$ cat src/rtl/inst_issue.sv
// Head-end issuer for the instruction daisy chain: serializes one command per node
// into IN chain words, tracks which nodes are running, and flags spurious done pulses.
module inst_issue #(
    parameter int IW    = 36,
    parameter int IN    = 3,
    parameter int IRW   = 30,
    parameter int NODES = 4
) (
    input  logic                clk,
    input  logic                rst_n,
    input  logic [1:0]          cmd_id,
    input  logic [IN*IRW-1:0]   cmd_inst,
    input  logic                cmd_valid,
    output logic                cmd_ready,
    output logic [IW-1:0]       inst_m_data,
    output logic                inst_m_valid,
    input  logic                inst_m_ready,
    input  logic [NODES-1:0]    node_done,
    output logic [NODES-1:0]    node_busy,
    output logic                all_idle,
    output logic                err_done,
    input  logic                err_clr
);

    typedef enum logic {
        S_IDLE = 1'b0,
        S_SEND = 1'b1
    } state_t;

    localparam logic [1:0] LAST_BEAT = 2'(IN - 1);
    localparam logic       SINGLE    = (IN == 1);

    state_t             r_state;
    logic [1:0]         r_id;
    logic [1:0]         r_beat;
    logic [IRW-1:0]     r_seg [4];
    logic [IW-1:0]      r_data;
    logic               r_valid;
    logic [NODES-1:0]   r_busy;
    logic               r_err;

    logic [IRW-1:0]     w_cmd_seg [4];
    logic [3:0]         w_busy_pad;
    logic [NODES-1:0]   w_set;
    logic [NODES-1:0]   w_clr;
    logic               w_spur;
    logic               w_cmd_ready;
    logic               w_accept;
    logic               w_hs;
    logic               w_last_hs;
    logic [1:0]         w_beat_nx;

    function automatic logic [IW-1:0] make_word(input logic run, input logic [1:0] id,
                                                input logic [1:0] addr, input logic [IRW-1:0] seg);
        return IW'({run, id, addr, 1'b0, seg});
    endfunction

    // Node slots beyond NODES read as permanently busy, so out-of-range ids are never accepted.
    generate
        for (genvar gi = 0; gi < 4; gi++) begin : g_pad
            if (gi < IN) begin : g_seg
                assign w_cmd_seg[gi] = cmd_inst[IRW*gi +: IRW];
            end else begin : g_noseg
                assign w_cmd_seg[gi] = '0;
            end
            if (gi < NODES) begin : g_node
                assign w_busy_pad[gi] = r_busy[gi];
                assign w_set[gi]      = w_last_hs && (r_id == 2'(gi));
            end else begin : g_nonode
                assign w_busy_pad[gi] = 1'b1;
            end
        end
    endgenerate

    assign w_cmd_ready = (r_state == S_IDLE) && !w_busy_pad[cmd_id];
    assign w_accept    = cmd_valid && w_cmd_ready;
    assign w_hs        = (r_state == S_SEND) && r_valid && inst_m_ready;
    assign w_last_hs   = w_hs && (r_beat == LAST_BEAT);
    assign w_beat_nx   = r_beat + 2'd1;
    assign w_clr       = node_done & r_busy;
    assign w_spur      = |(node_done & ~r_busy);

    always_ff @(posedge clk or negedge rst_n) begin
        if (!rst_n) begin
            r_state <= S_IDLE;
            r_id    <= 2'd0;
            r_beat  <= 2'd0;
            r_data  <= '0;
            r_valid <= 1'b0;
            for (int i = 0; i < 4; i++) begin
                r_seg[i] <= '0;
            end
        end else begin
            case (r_state)
                S_IDLE: begin
                    if (w_accept) begin
                        r_id    <= cmd_id;
                        r_beat  <= 2'd0;
                        r_data  <= make_word(SINGLE, cmd_id, 2'd0, w_cmd_seg[0]);
                        r_valid <= 1'b1;
                        r_state <= S_SEND;
                        for (int i = 0; i < 4; i++) begin
                            r_seg[i] <= w_cmd_seg[i];
                        end
                    end
                end
                S_SEND: begin
                    if (w_hs) begin
                        if (r_beat == LAST_BEAT) begin
                            r_valid <= 1'b0;
                            r_state <= S_IDLE;
                        end else begin
                            r_beat <= w_beat_nx;
                            r_data <= make_word(w_beat_nx == LAST_BEAT, r_id, w_beat_nx,
                                                r_seg[w_beat_nx]);
                        end
                    end
                end
                default: r_state <= S_IDLE;
            endcase
        end
    end

    // A spurious done wins over a simultaneous clear request.
    always_ff @(posedge clk or negedge rst_n) begin
        if (!rst_n) begin
            r_busy <= '0;
            r_err  <= 1'b0;
        end else begin
            r_busy <= (r_busy | w_set) & ~w_clr;
            if (w_spur) begin
                r_err <= 1'b1;
            end else if (err_clr) begin
                r_err <= 1'b0;
            end
        end
    end

    assign cmd_ready    = w_cmd_ready;
    assign inst_m_data  = r_data;
    assign inst_m_valid = r_valid;
    assign node_busy    = r_busy;
    assign all_idle     = (r_state == S_IDLE) && (r_busy == '0);
    assign err_done     = r_err;

endmodule
$ cat config.mk
export PLATFORM = sky130hd
export DESIGN_NAME = inst_issue
export DESIGN_NICKNAME = d
export VERILOG_FILES = /design/src/rtl/inst_issue.sv
export SDC_FILE = /design/constraint.sdc
export NUM_CORES = 1
export LEC_CHECK = 0
export BUFFER_PORTS_ARGS = -buffer_cell sky130_fd_sc_hd__buf_2
export CORE_MARGIN = 2
export CORE_UTILIZATION = 36
export DETAILED_ROUTE_END_ITERATION = 10
export PLACE_DENSITY_LB_ADDON = 0.25
export SETUP_SLACK_MARGIN = 0.02
export SYNTH_ARGS = -nofsm -noshare
export SYNTH_HDL_FRONTEND = slang
export SYNTH_SLANG_ARGS = --single-unit
$ cat constraint.sdc
create_clock -name clk -period 3.1 [get_ports clk]
set_clock_uncertainty 0.2 [all_clocks]
set_input_delay 0.465 -clock clk [delete_from_list [all_inputs] [get_ports clk]]
set_output_delay 0.465 -clock clk [all_outputs]
set_load 0.02 [all_outputs]
==> impl_metrics.tcl <==
set metrics [dict create \
    power.internal_mw 6.18 \
    cts_htree_levels 4 \
    max_slew_margin 0.351 \
    r2r_start "inst_m_data[32]$_DFFE_PN0P_" \
    pwr-share-clk 0.199 \
    drv_cap 0 \
    synthArstFlopShare 1.00 \
    io_pins 145 \
    setup_tns_ns 0 \
    combPwrFrac 0.471 \
    finalMaxSlewViolations 0 \
    io_buffers 143 \
    synth_nets 562 \
    cp_cell_sequence "ha_2, nor2b_4, a22oi_1, a21oi_1, mux2_4" \
    cts_buffers 17 \
    layout_commonest_cell "buf_2" \
    drcViolationCount 0 \
    setup_ws_ns 0.467 \
    cp_max_fo 30 \
    avgSynthCellArea_um2 14.2 \
    hold_start "node_done[2]" \
    gp_congestion 0.781 \
    hold_buffers 1 \
    critPathArrivalTime_ns 2.79 \
    worst_setup_path_end_kind "flop" \
    syn_area_um2 6500 \
    slowest_delay_ns 0.86 \
    yosysSeqAreaShare 0.516 \
    fmax_ghz 0.380 \
    synth_edf_count 0 \
    synth_area_leaders "dfrtp_1 (52%), mux2_4 (22%), mux2_2 (11%)" \
    dp_hpwl_um 9900 \
    r2r_cells 5 \
    dr_total_vias 4214 \
    leakagePower_nw 4.09 \
    grt_max_degree 66 \
    p_sw_mw 3.19 \
    cts-root-buf "clkbuf_16" \
    startpoint_type "flop" \
    diodes 0 \
    clkTransAtPathRegs_ns 0.06 \
    syn2layout_area_growth_pct 22.8 \
    holdPathEnd "node_busy[2]$_DFF_PN0_" \
    die_area_um2 19100 \
    critical_path_class "reg -> reg" \
    slowest_stage "nor2b_4" \
    grtUsageTotal 0.164 \
    synth_top_area_share 0.516 \
    holdPathStages 2 \
    clock_sinks 134 \
    die_w_um 138 \
    post_drt_wl_per_cell_um 18.3 \
    detail_route.iter0.violations 258 \
    clockBufferDepth 2 \
    netlist_instances 459 \
    r2r-end "inst_m_data[7]$_DFFE_PN0P_" \
    core_um2 17800 \
    status "finished clean" \
    finalCriticalPeriod_ns 2.63 \
    r2r_slack_ns 0.47 \
    synth.distinct_cells 33 \
    seqPwrFrac 0.329 \
    grt_pass1_vias 4487 \
    cp_data_required_time_ns 3.26 \
    die_y_um 138 \
    ys_ff_latch 134 \
    synth.largest_area_cell "dfrtp_1" \
    min_path_type "in -> reg" \
    ir_worst_vdd_mv 0.536 \
    drt-total-wl_um 15400 \
    initial_utilization 0.364 \
    drive_gt1_frac 0.564 \
    p_per_area_nw_per_um2 1170 \
    grt_pass1_wl_um 24700 \
    worst_pin_slew_ns 0.971 \
    dr.pass1.iters 5 \
    layout_common_cells "buf_2 (142), dfrtp_1 (133), mux2_4 (95), mux2_2 (62), nor2_1 (34)" \
    hold_viol_final 0 \
    rows 49 \
    dp_slack_ns 0.471 \
    critPathTopFamily "simple AND/OR/NAND/NOR gates" \
    switching_share 0.340 \
    cts_setup_buffers 0 \
    nFillCells 1628 \
    drt-vias-per-instance 4.99 \
    yosysWarnings 0 \
    path_buf_inv 0 \
    rsz0062_at_grt "false" \
    synth_flop_cell "dfrtp_1" \
    overflow 0 \
    antenna_found_initial 3 \
    finalSetupViolations 0 \
    fin_crit_sh 0.849 \
    insertion_delay_ns 0.42 \
    cts_tree "yes" \
    antenna_left 0 \
    ctsResizeCount 0 \
    final_nets 705 \
]
[worst reg2reg max path, stage by stage (launching register included)]
cell and delay, ns:
dfrtp_1 0.40, ha_2 0.52, nor2b_4 0.87, a22oi_1 0.21, a21oi_1 0.21, mux2_4 0.16
[synth_stat cells, types with 2 or more instances]
master / n
dfrtp_1: 134
mux2_4: 95
mux2_2: 62
nor2_1: 34
a21oi_1: 30
a22oi_1: 30
clkbuf_1: 13
buf_6: 12
inv_1: 8
nand2_1: 7
buf_1: 3
mux2i_1: 3
o21ai_0: 3
a22o_1: 2
buf_2: 2
ha_1: 2
nand2b_1: 2
or4_1: 2
[routing by layer]
layer	routed length, um	GRT usage	part of all wire	up-vias
li1	-	-	-	1939
met1	7100	0.216	0.46	2134
met2	7260	0.259	0.47	109
met3	791	0.0506	0.051	28
met4	260	0.0575	0.017	4
met5	27	0	0.0017	-
[power groups by stage]
stage,sequential [mW],clock (mW),combinational (mW)
floorplan,3.19,0,3.30
global placement,3.08,0,4.35
detailed placement,3.09,0,4.45
CTS,3.08,1.91,4.47
global route,3.18,1.99,4.78
finish,3.09,1.87,4.41
[final cells by class]
class | count | area [um^2] | area share
repair buffers | 155 | 852 | 0.107
clock buffers | 22 | 454 | 0.0569
well taps | 229 | 287 | 0.0359
clock inverters | 10 | 81.3 | 0.0102
multi-input cells | 286 | 2920 | 0.366
inverters | 8 | 30.0 | 0.00376
flip-flops and latches | 134 | 3350 | 0.420
[flip-flops by register name, indices dropped and copies added (netlist names)]
name	cells
err_done	1
inst_m_data	34
inst_m_valid	1
node_busy	4
r_beat	1
r_id	2
r_seg	90
r_state	1
[worst max-delay path by stage]
| stage | startpoint | end | slack, ns | depth (start not counted) |
|---|---|---|---|---|
| 3_3_place_gp | r_beat[0]$_DFFE_PN0P_ | inst_m_data[2]$_DFFE_PN0P_ | 0.53 | 6 |
| 3_5_place_dp | inst_m_data[32]$_DFFE_PN0P_ | inst_m_data[24]$_DFFE_PN0P_ | 0.47 | 5 |
| 4_1_cts | inst_m_data[32]$_DFFE_PN0P_ | inst_m_data[24]$_DFFE_PN0P_ | 0.46 | 5 |
| 5_1_grt | r_beat[0]$_DFFE_PN0P_ | inst_m_data[22]$_DFFE_PN0P_ | 0.31 | 6 |
| 6_report | inst_m_data[32]$_DFFE_PN0P_ | inst_m_data[7]$_DFFE_PN0P_ | 0.47 | 5 |
| 2_1_floorplan | r_beat[0]$_DFFE_PN0P_ | inst_m_data[10]$_DFFE_PN0P_ | 0.33 | 8 |
[metrics by stage]
step / util / cells / hold slack, ns / power (mW) / cell area, um^2
after floorplan: - / 459 / -0.0306 / 6.49 / 6500
after global placement: 0.417 / 811 / 0.215 / 7.43 / 7430
after detailed placement: 0.417 / 811 / 0.218 / 7.54 / 7430
after CTS: 0.447 / 844 / 0.0132 / 9.47 / 7980
after global routing: 0.447 / 844 / 0.0393 / 9.95 / 7980
final: 0.447 / 844 / 0.0323 / 9.37 / 7980
[cell families (layout without fill, tap and decap cells)]
| logic type | count (synthesis) | count (layout) | share of synthesized area |
|---|---|---|---|
| and+or+nand+nor | 52 | 52 | 0.0362 |
| AOI/OAI and AO/OA | 70 | 70 | 0.0707 |
| muxes | 161 | 161 | 0.335 |
| adders and majority gates | 2 | 2 | 0.00385 |
| buffers and inverters | 39 | 195 | 0.0374 |
| DFF | 134 | 134 | 0.516 |
| other | 1 | 1 | 0.000577 |
Note: power is estimated with default switching activity, not from simulation.
